<file path="src/rtl/jtag_dmi_master.sv">
// jtag_dmi_master: drives a JTAG TAP to run DMI register scans from a valid/ready request port.
// Each TCK period starts on the clk edge that drives TCK low; TDO is sampled on the edge that drives it high.
module jtag_dmi_master #(
    parameter int DMI_ADDR_BITS = 6,
    parameter int DMI_DATA_BITS = 32,
    parameter int DMI_OP_BITS = 2,
    parameter int IR_BITS = 5,
    parameter logic [IR_BITS-1:0] DMI_IR = 5'h11,
    parameter int TCK_DIV = 4,
    parameter int IDLE_CYCLES = 1,
    parameter int DR_BITS = DMI_ADDR_BITS + DMI_DATA_BITS + DMI_OP_BITS
) (
    input  logic                     clk,
    input  logic                     rst,
    input  logic                     req_valid_i,
    output logic                     req_ready_o,
    input  logic [DMI_ADDR_BITS-1:0] req_addr_i,
    input  logic [DMI_DATA_BITS-1:0] req_data_i,
    input  logic [DMI_OP_BITS-1:0]   req_op_i,
    output logic                     rsp_valid_o,
    input  logic                     rsp_ready_i,
    output logic [DMI_ADDR_BITS-1:0] rsp_addr_o,
    output logic [DMI_DATA_BITS-1:0] rsp_data_o,
    output logic [DMI_OP_BITS-1:0]   rsp_op_o,
    output logic                     jtag_TCK,
    output logic                     jtag_TMS,
    output logic                     jtag_TDI,
    input  logic                     jtag_TDO
);
    localparam int MAXB = DR_BITS > IR_BITS ? DR_BITS : IR_BITS;
    localparam int CW = $clog2(MAXB + IDLE_CYCLES + 7);
    localparam int DW = $clog2(TCK_DIV);

    typedef enum logic [3:0] {TLR_SEQ, IDLE, IR_HDR, IR_SHIFT, IR_TAIL, DR_HDR, DR_SHIFT, DR_TAIL, RESP} state_t;

    state_t             state, nst;
    logic [CW-1:0]      cnt, ncnt, len;
    logic [DW-1:0]      div;
    logic               tick, last, ntms, ir_loaded;
    logic [DR_BITS-1:0] sh, cap;
    logic [IR_BITS-1:0] ir_sh;

    // cnt is the period index within the current state; len is that state's period count
    always_comb begin
        len = state == TLR_SEQ ? CW'(6) : state == IR_HDR ? CW'(4) : state == IR_SHIFT ? CW'(IR_BITS) :
              state == IR_TAIL ? CW'(2) : state == DR_HDR ? CW'(3) : state == DR_SHIFT ? CW'(DR_BITS) :
              CW'(2 + IDLE_CYCLES);
        last = cnt == len - CW'(1);
        ncnt = last ? '0 : cnt + CW'(1);
        nst = !last ? state : state == TLR_SEQ ? IDLE : state == IR_HDR ? IR_SHIFT : state == IR_SHIFT ? IR_TAIL :
              state == IR_TAIL ? DR_HDR : state == DR_HDR ? DR_SHIFT : state == DR_SHIFT ? DR_TAIL : RESP;
        ntms = nst == TLR_SEQ ? ncnt != CW'(5) : nst == IR_HDR ? ncnt < CW'(2) :
               nst == IR_SHIFT ? ncnt == CW'(IR_BITS - 1) : nst == DR_SHIFT ? ncnt == CW'(DR_BITS - 1) :
               (nst == IR_TAIL || nst == DR_HDR || nst == DR_TAIL) && ncnt == '0;
        tick = div == DW'(TCK_DIV - 1);
    end

    always_ff @(posedge clk or posedge rst) begin
        if (rst) begin
            state       <= TLR_SEQ;
            cnt         <= '0;
            div         <= '0;
            jtag_TCK    <= 1'b0;
            jtag_TMS    <= 1'b1;
            jtag_TDI    <= 1'b0;
            req_ready_o <= 1'b0;
            rsp_valid_o <= 1'b0;
            rsp_addr_o  <= '0;
            rsp_data_o  <= '0;
            rsp_op_o    <= '0;
            ir_loaded   <= 1'b0;
            sh          <= '0;
            cap         <= '0;
            ir_sh       <= '0;
        end else if (state == IDLE) begin
            if (req_valid_i && req_ready_o) begin
                state       <= ir_loaded ? DR_HDR : IR_HDR;
                cnt         <= '0;
                div         <= '0;
                jtag_TMS    <= 1'b1;
                jtag_TDI    <= 1'b0;
                req_ready_o <= 1'b0;
                sh          <= {req_addr_i, req_data_i, req_op_i};
                ir_sh       <= DMI_IR;
            end
        end else if (state == RESP) begin
            if (rsp_ready_i) begin
                rsp_valid_o <= 1'b0;
                req_ready_o <= 1'b1;
                state       <= IDLE;
            end
        end else begin
            div <= tick ? '0 : div + DW'(1);
            if (tick && !jtag_TCK) begin
                jtag_TCK <= 1'b1;
                if (state == DR_SHIFT) cap <= {jtag_TDO, cap[DR_BITS-1:1]};
            end
            if (tick && jtag_TCK) begin
                jtag_TCK <= 1'b0;
                state    <= nst;
                cnt      <= ncnt;
                jtag_TMS <= ntms;
                jtag_TDI <= nst == IR_SHIFT ? ir_sh[0] : nst == DR_SHIFT ? sh[0] : 1'b0;
                if (nst == IR_SHIFT) ir_sh <= ir_sh >> 1;
                if (nst == DR_SHIFT) sh <= sh >> 1;
                if (state == TLR_SEQ) ir_loaded <= 1'b0;
                if (state == IR_TAIL && last) ir_loaded <= 1'b1;
                if (nst == IDLE) req_ready_o <= 1'b1;
                if (nst == RESP) begin
                    rsp_valid_o <= 1'b1;
                    rsp_addr_o  <= cap[DR_BITS-1 -: DMI_ADDR_BITS];
                    rsp_data_o  <= cap[DMI_OP_BITS +: DMI_DATA_BITS];
                    rsp_op_o    <= cap[DMI_OP_BITS-1:0];
                end
            end
        end
    end
endmodule

</file>
<file path="config.mk">
export PLATFORM = sky130hd
export DESIGN_NAME = jtag_dmi_master
export DESIGN_NICKNAME = d
export VERILOG_FILES = /design/src/rtl/jtag_dmi_master.sv
export SDC_FILE = /design/constraint.sdc
export NUM_CORES = 1
export LEC_CHECK = 0
export BUFFER_PORTS_ARGS = -buffer_cell sky130_fd_sc_hd__buf_2
export CORE_ASPECT_RATIO = 0.5
export CORE_MARGIN = 4
export CORE_UTILIZATION = 35
export CTS_CLUSTER_DIAMETER = 200
export DETAILED_ROUTE_END_ITERATION = 12
export GPL_ROUTABILITY_DRIVEN = 0
export SETUP_SLACK_MARGIN = 0.15
export SLEW_MARGIN = 20
export SYNTH_ARGS = -nofsm -noshare
export SYNTH_HDL_FRONTEND = slang
export SYNTH_SLANG_ARGS = --single-unit
export TNS_END_PERCENT = 10
</file>
<file path="constraint.sdc">
create_clock -name clk -period 12.9 [get_ports clk]
set_input_delay 1.29 -clock clk [delete_from_list [all_inputs] [get_ports clk]]
set_output_delay 1.29 -clock clk [all_outputs]
set_load 0.02 [all_outputs]
</file>
# After elaboration in Yosys (flattened, before gate mapping)
# Cells that the tools add are included.
# totals
regBits	143
inputBits	45
output_inout_bits	45
elab_cells	141
# op_classes
n_addsub	3
magnitude_cmp	1
n_eq_ne	24
n_mux	65
n_bitwise	2
reduce_logical	31
# op_table
operator	n
two-way mux 40 bit	5
two-way mux 6 bit	11
two-way mux 4 bit	12
equality test 4 x 3 -> 1 bit (second input constant)	7
AND reduction 4 bit	7
two-way mux 1 bit	27
two-way mux 5 bit	5
equality test 4 x 2 -> 1 bit (second input constant)	4
nonzero test 2 bit	7
AND reduction 3 bit	3
equality test 4 x 1 -> 1 bit (second input constant)	2
equality test 4 bit (second input constant)	2
zero test 4 bit	2
two-way mux 2 bit	4
adder 6 x 1 -> 6 bit (second input constant)	1
equality test 6 x 3 -> 1 bit (second input constant)	1
equality test 6 bit	1
equality test 6 bit (second input constant)	1
zero test 6 bit	1
less-than comparator 6 x 2 -> 1 bit (second input constant)	1
!= test 6 x 3 -> 1 bit (second input constant)	1
nonzero test 3 bit	2
subtractor 6 x 1 -> 6 bit (second input constant)	1
logical AND 1 bit	5
10 further kinds	13

# Longest topological paths before layout
# depth
ltp_word	21
mapped_depth	12
depth_no_buf	10

# Least setup slack after synthesis
# Ideal clock, no wire load.
# synth_timing
path_type	register to register
start	register state[3]
end	register sh[10]
setup_ps	125
arrival_time_ps	3122
t_required_ps	12775
setup_slack_ps	9653
path_stages_with_launch	13
path_buffers	3
synth_period_minus_slack_ps	3247
cell_sequence	dfrtp_1 clkbuf_1 clkbuf_1 nor2_1 ha_1 xor2_1 nand4_1 nor4b_2 and2_4 mux2_4 a21oi_4 buf_6 mux2_4
# synth_between
elab_chain_len	13
word_cells_on_any_way	30
classes_between	add/sub (1); eq/ne (11); mux (14); reduce/logical (4)
# synth_lines
item	line_no	rtl
start, declared	36	state_t state, nst;
start signal, assigned	77	state <= ir_loaded ? DR_HDR : IR_HDR;
start signal, assigned	100	state <= nst;
equality test 4 x 3 -> 1 bit	46, 51	
two-way mux 6 bit (3 in a row)	46	state == IR_TAIL ? CW'(2) : state == DR_HDR ? CW'(3) : state == DR_SHIFT ? CW'(DR_BITS) :
two-way mux 6 bit (3 in a row)	45	len = state == TLR_SEQ ? CW'(6) : state == IR_HDR ? CW'(4) : state == IR_SHIFT ? CW'(IR_BITS) :
subtractor 6 x 1 -> 6 bit	48	last = cnt == len - CW'(1);
equality test 6 bit	48	
two-way mux 4 bit	50	nst = !last ? state : state == TLR_SEQ ? IDLE : state == IR_HDR ? IR_SHIFT : state == IR_SHIFT ? IR_TAIL :
equality test 4 x 3 -> 1 bit	105	if (nst == DR_SHIFT) sh <= sh >> 1;
nonzero test 2 bit (no line)	n/a	
AND reduction 4 bit (no line)	n/a	
end signal, assigned	83	sh <= {req_addr_i, req_data_i, req_op_i};
end signal, assigned	105	
end, declared	40	logic [DR_BITS-1:0] sh, cap;
# Several ways; a longest one is shown, not always the timed one.
# A chain may end at the register's enable or synchronous reset.

# Final worst setup path
# layout_timing
start	register state[0]
end	register sh[35]
# Same word-level chain as after synthesis.

==> run_results.csv <==
group,metric,value,unit
cells_and_area,drive_above_1_share,43.5,%
cells_and_area,synthToLayoutAreaGrowth,18.6,%
critical_path,crit_chain,"a21bo_1, nor2_1, ha_1, xor2_1, nand4_1, nor4b_2, and2_4, mux2_4, a21oi_4, buf_4, mux2_4",
die,io_pins,90,
sta,finalSetupViolations,0,
sta,setup_tns,0,ns
logic_synthesis,synth_top_family_by_area,"multiplexers",
logic_synthesis,synth.area.top_cells,"dfrtp_1 (53%), mux2_2 (14%), mux2_4 (9.0%)",
global_route,grt_first_pass_wirelength,21800,um
logic_synthesis,synth_ff_type,"dfrtp_1",
die,core,18600,um2
logic_synthesis,synthesis.area,6700,um2
critical_path,r2r_start,"state[0]",
logic_synthesis,ys_seq_elements,143,
sta,post-route-period-util,29.8,%
clocking,ctsHoldBuffers,0,
logic_synthesis,async_flop_share,100,%
placed_design,portBuffers,89,
sta,fin_skew,0.0105,ns
sta,slew_viol_final,0,
routing,avgViaCountPerCell,4.86,
power_and_ir_drop,finalPower,942,uW
critical_path,crit_slowest_cell,"dfrtp_1",
logic_synthesis,synth-simple-area-share,6.26,%
critical_path,critical_path_class,"register to register",
min_path,holdCritStartpoint,"rsp_data_o[5]",
logic_synthesis,synth_edf_count,0,
clocking,cts.sinks,143,
logic_synthesis,synthMuxAreaShare,29.8,%
critical_path,crit_fanout,40,
cells_and_area,finalInstanceArea,7950,um2
placed_design,dp_hpwl,8410,um
sta,timing.final.ws_setup,9.06,ns
logic_synthesis,ys.warnings.count,0,
clocking,cts_max_path_buffers,2,
logic_synthesis,synth-compound-area-share,5.92,%
cells_and_area,fin_nets,625,
cells_and_area,diodes,0,
cells_and_area,nFillCells,1732,
clocking,htree_levels,4,
logic_synthesis,syn_avg_cell_area,13.6,um2
status,status,"completed",
clocking,clkTransAtPathRegs,0.06,ns
critical_path,crit_top_cell,"mux2_4",
critical_path,cp_data_arrival_time,4.13,ns
die,die_x,204,um
logic_synthesis,synthXorXnorAreaFrac,1.05,%
sta,relSlewSlack,38.6,%
critical_path,crit_family,"simple AND/OR/NAND/NOR gates",
sta,rsz0062_at_grt,"no",
critical_path,reg2reg_slack,9.06,ns
placed_design,place_area,7370,um2
logic_synthesis,synth_nets,541,
logic_synthesis,synth_cell_types,56,
power_and_ir_drop,p_leak,4.10,nW
die,die_area,21600,um2
critical_path,slowest_delay,0.76,ns
critical_path,worstSetupStartpoint,"state[0]",
critical_path,critPathBufInv,1,
critical_path,worstPathRequired,13.19,ns
logic_synthesis,syn_inst,492,
die,start_util,36.0,%
routing,wirelength,13000,um
clocking,cts_tree,"yes",
logic_synthesis,synth_top_area_cell,"dfrtp_1",
logic_synthesis,ys_seq_area_share,53.4,%
routing,drtIter0Drc,155,
critical_path,crit_path_start_kind,"register",
power_and_ir_drop,powerDensity,119,nW/um2
sta,worst_pin_slew,0.913,ns
clocking,cts-buffers-inserted,17,
critical_path,end_kind,"register",
global_route,grt_antenna_before_repair,1,
routing,ant_nets,0,
placed_design,dp_cells,816,
global_route,grt_max_degree,76,
sta,hold_violations,0,
sta,fmax,260,MHz
clocking,post_cts.repair.setup_buffers,0,
sta,period_needed,3.84,ns
global_route,grt_pass1_vias,4201,
cells_and_area,stdcell_count,848,
routing,wl_per_cell,15.3,um
clocking,clock_latency,0.41,ns
logic_synthesis,synth_adder_area_share,0.747,%
die,fp.dieH,106,um
flow_run,max-cap-violations,0,
routing,first_pass_iters,4,
power_and_ir_drop,peakVddDrop,0.0879,mV
global_route,grt_use_total,12.5,%
logic_synthesis,synth_top_area_share,53.0,%
routing,drc,0,
die,num_rows,35,
min_path,hp-class,"register to register",
global_route,grt_overflow,0,
placed_design,pre_cts_slack,9.08,ns
clocking,ctsResizeCount,0,
clocking,clockRootBuffer,"clkbuf_16",
routing,vias,4121,
## worst reg2reg max path, delay by kind of cell, from the launching register on
family                     cells  cell delay, ns
and+or+nand+nor                4            0.81
DFF                            1            0.76
muxes                          2            0.72
buffers and inverters          1            0.61
AOI/OAI and AO/OA              2            0.37
adders and majority gates      1            0.32
xor gates and xnor gates       1            0.14
## cells by family (layout without fill, tap and decap cells)
kind of cell / count (synthesis) / in the layout
AOI/OAI and AO/OA: 57 / 57
xor gates and xnor gates: 8 / 8
adders and majority gates: 4 / 4
buffers and inverters: 37 / 134
DFF: 143 / 143
muxes: 164 / 164
and+or+nand+nor: 79 / 79
## report_power, final
part | leakage [nW] | switching (mW) | internal (mW)
logic | 1.89 | 0.0108 | 0.00512
registers | 1.95 | 0.000107 | 0.449
clock network | 0.268 | 0.195 | 0.282
## cells in the final DEF, fill, tap and decap left out, types with 2 or more instances in the layout
cell	netlist	layout
dfrtp_1	142	142
buf_2	5	89
mux2_2	81	81
mux2_4	40	40
mux2_1	40	40
nand2_1	20	20
nor2_1	20	20
clkbuf_16	0	17
a21oi_1	13	13
o21ai_0	11	11
a22o_1	9	9
inv_1	7	6
nand3_1	6	6
buf_4	4	6
nor3_1	5	5
xnor2_1	5	5
and3_1	5	5
clkinvlp_4	0	5
ha_1	4	4
nand2b_1	3	3
nor4_1	3	3
o21ai_1	3	3
and2_1	3	3
xor2_1	3	3
mux2i_1	3	3
o22ai_1	3	3
inv_6	0	3
clkbuf_8	0	3
nand3b_1	2	2
nor3b_1	2	2
o211ai_1	2	2
clkinv_4	0	2
## registers in the layout (all words and copies together) (netlist names)
register,count
jtag_TMS,1
div,2
cap,40
rsp_addr_o,6
rsp_op_o,2
req_ready_o,1
ir_loaded,1
ir_sh,5
jtag_TDI,1
sh,40
rsp_valid_o,1
jtag_TCK,1
rsp_data_o,32
state,4
cnt,6
## synth_stat cells, drive strengths merged, types with 2 or more instances
cell type  count
dfrtp        142
inv            7
nor3b          2
nand3          6
xnor2          5
buf           18
nor2          20
and3           5
nand2b         3
o22ai          3
ha             4
nand3b         2
mux2         161
and2           4
a21oi         14
a22o           9
xor2           3
o211ai         2
clkbuf        12
mux2i          3
nor3           7
nand2         20
nor4           3
o21ai         14
## per-stage QoR
| stage | util (%) | hold slack, ns |
|---|---|---|
| floorplan | - | 0.459 |
| global placement | 39.6 | 0.462 |
| detailed placement | 39.6 | 0.469 |
| CTS | 42.7 | 0.483 |
| global route | 42.7 | 0.494 |
| finish | 42.7 | 0.479 |
## path summary, 6_finish.rpt
| path | endpoint | cells after the start |
|---|---|---|
| hold / removal | rsp_data_o[5] | 1 |
| max in group asynchronous | rsp_data_o[17] | 3 |
| min in group asynchronous | rsp_addr_o[4] | 2 |
| setup reg to reg | sh[35] | 11 |
| hold reg to reg | rsp_data_o[5] | 1 |
| setup / recovery | sh[35] | 11 |
## routing by layer
layer	GRT usage, %	part of all wire, %	vias to the layer above
met5	0	0.15	-
li1	-	-	1947
met2	18.8	46	79
met4	4.04	1.3	2
met3	3.54	4.2	14
met1	17.4	49	2079
## area by class of cell
| cell class | count | area (um2) | share of cell area (%) |
|---|---|---|---|
| repair buffers | 95 | 490 | 6.17 |
| multi-input cells | 312 | 2940 | 37.0 |
| clock inverters | 11 | 108 | 1.35 |
| flip-flops and latches | 143 | 3580 | 45.0 |
| inverters | 7 | 31.3 | 0.394 |
| clock buffers | 21 | 470 | 5.92 |
| well taps | 259 | 324 | 4.08 |
Power figures use the tool's default switching activity.
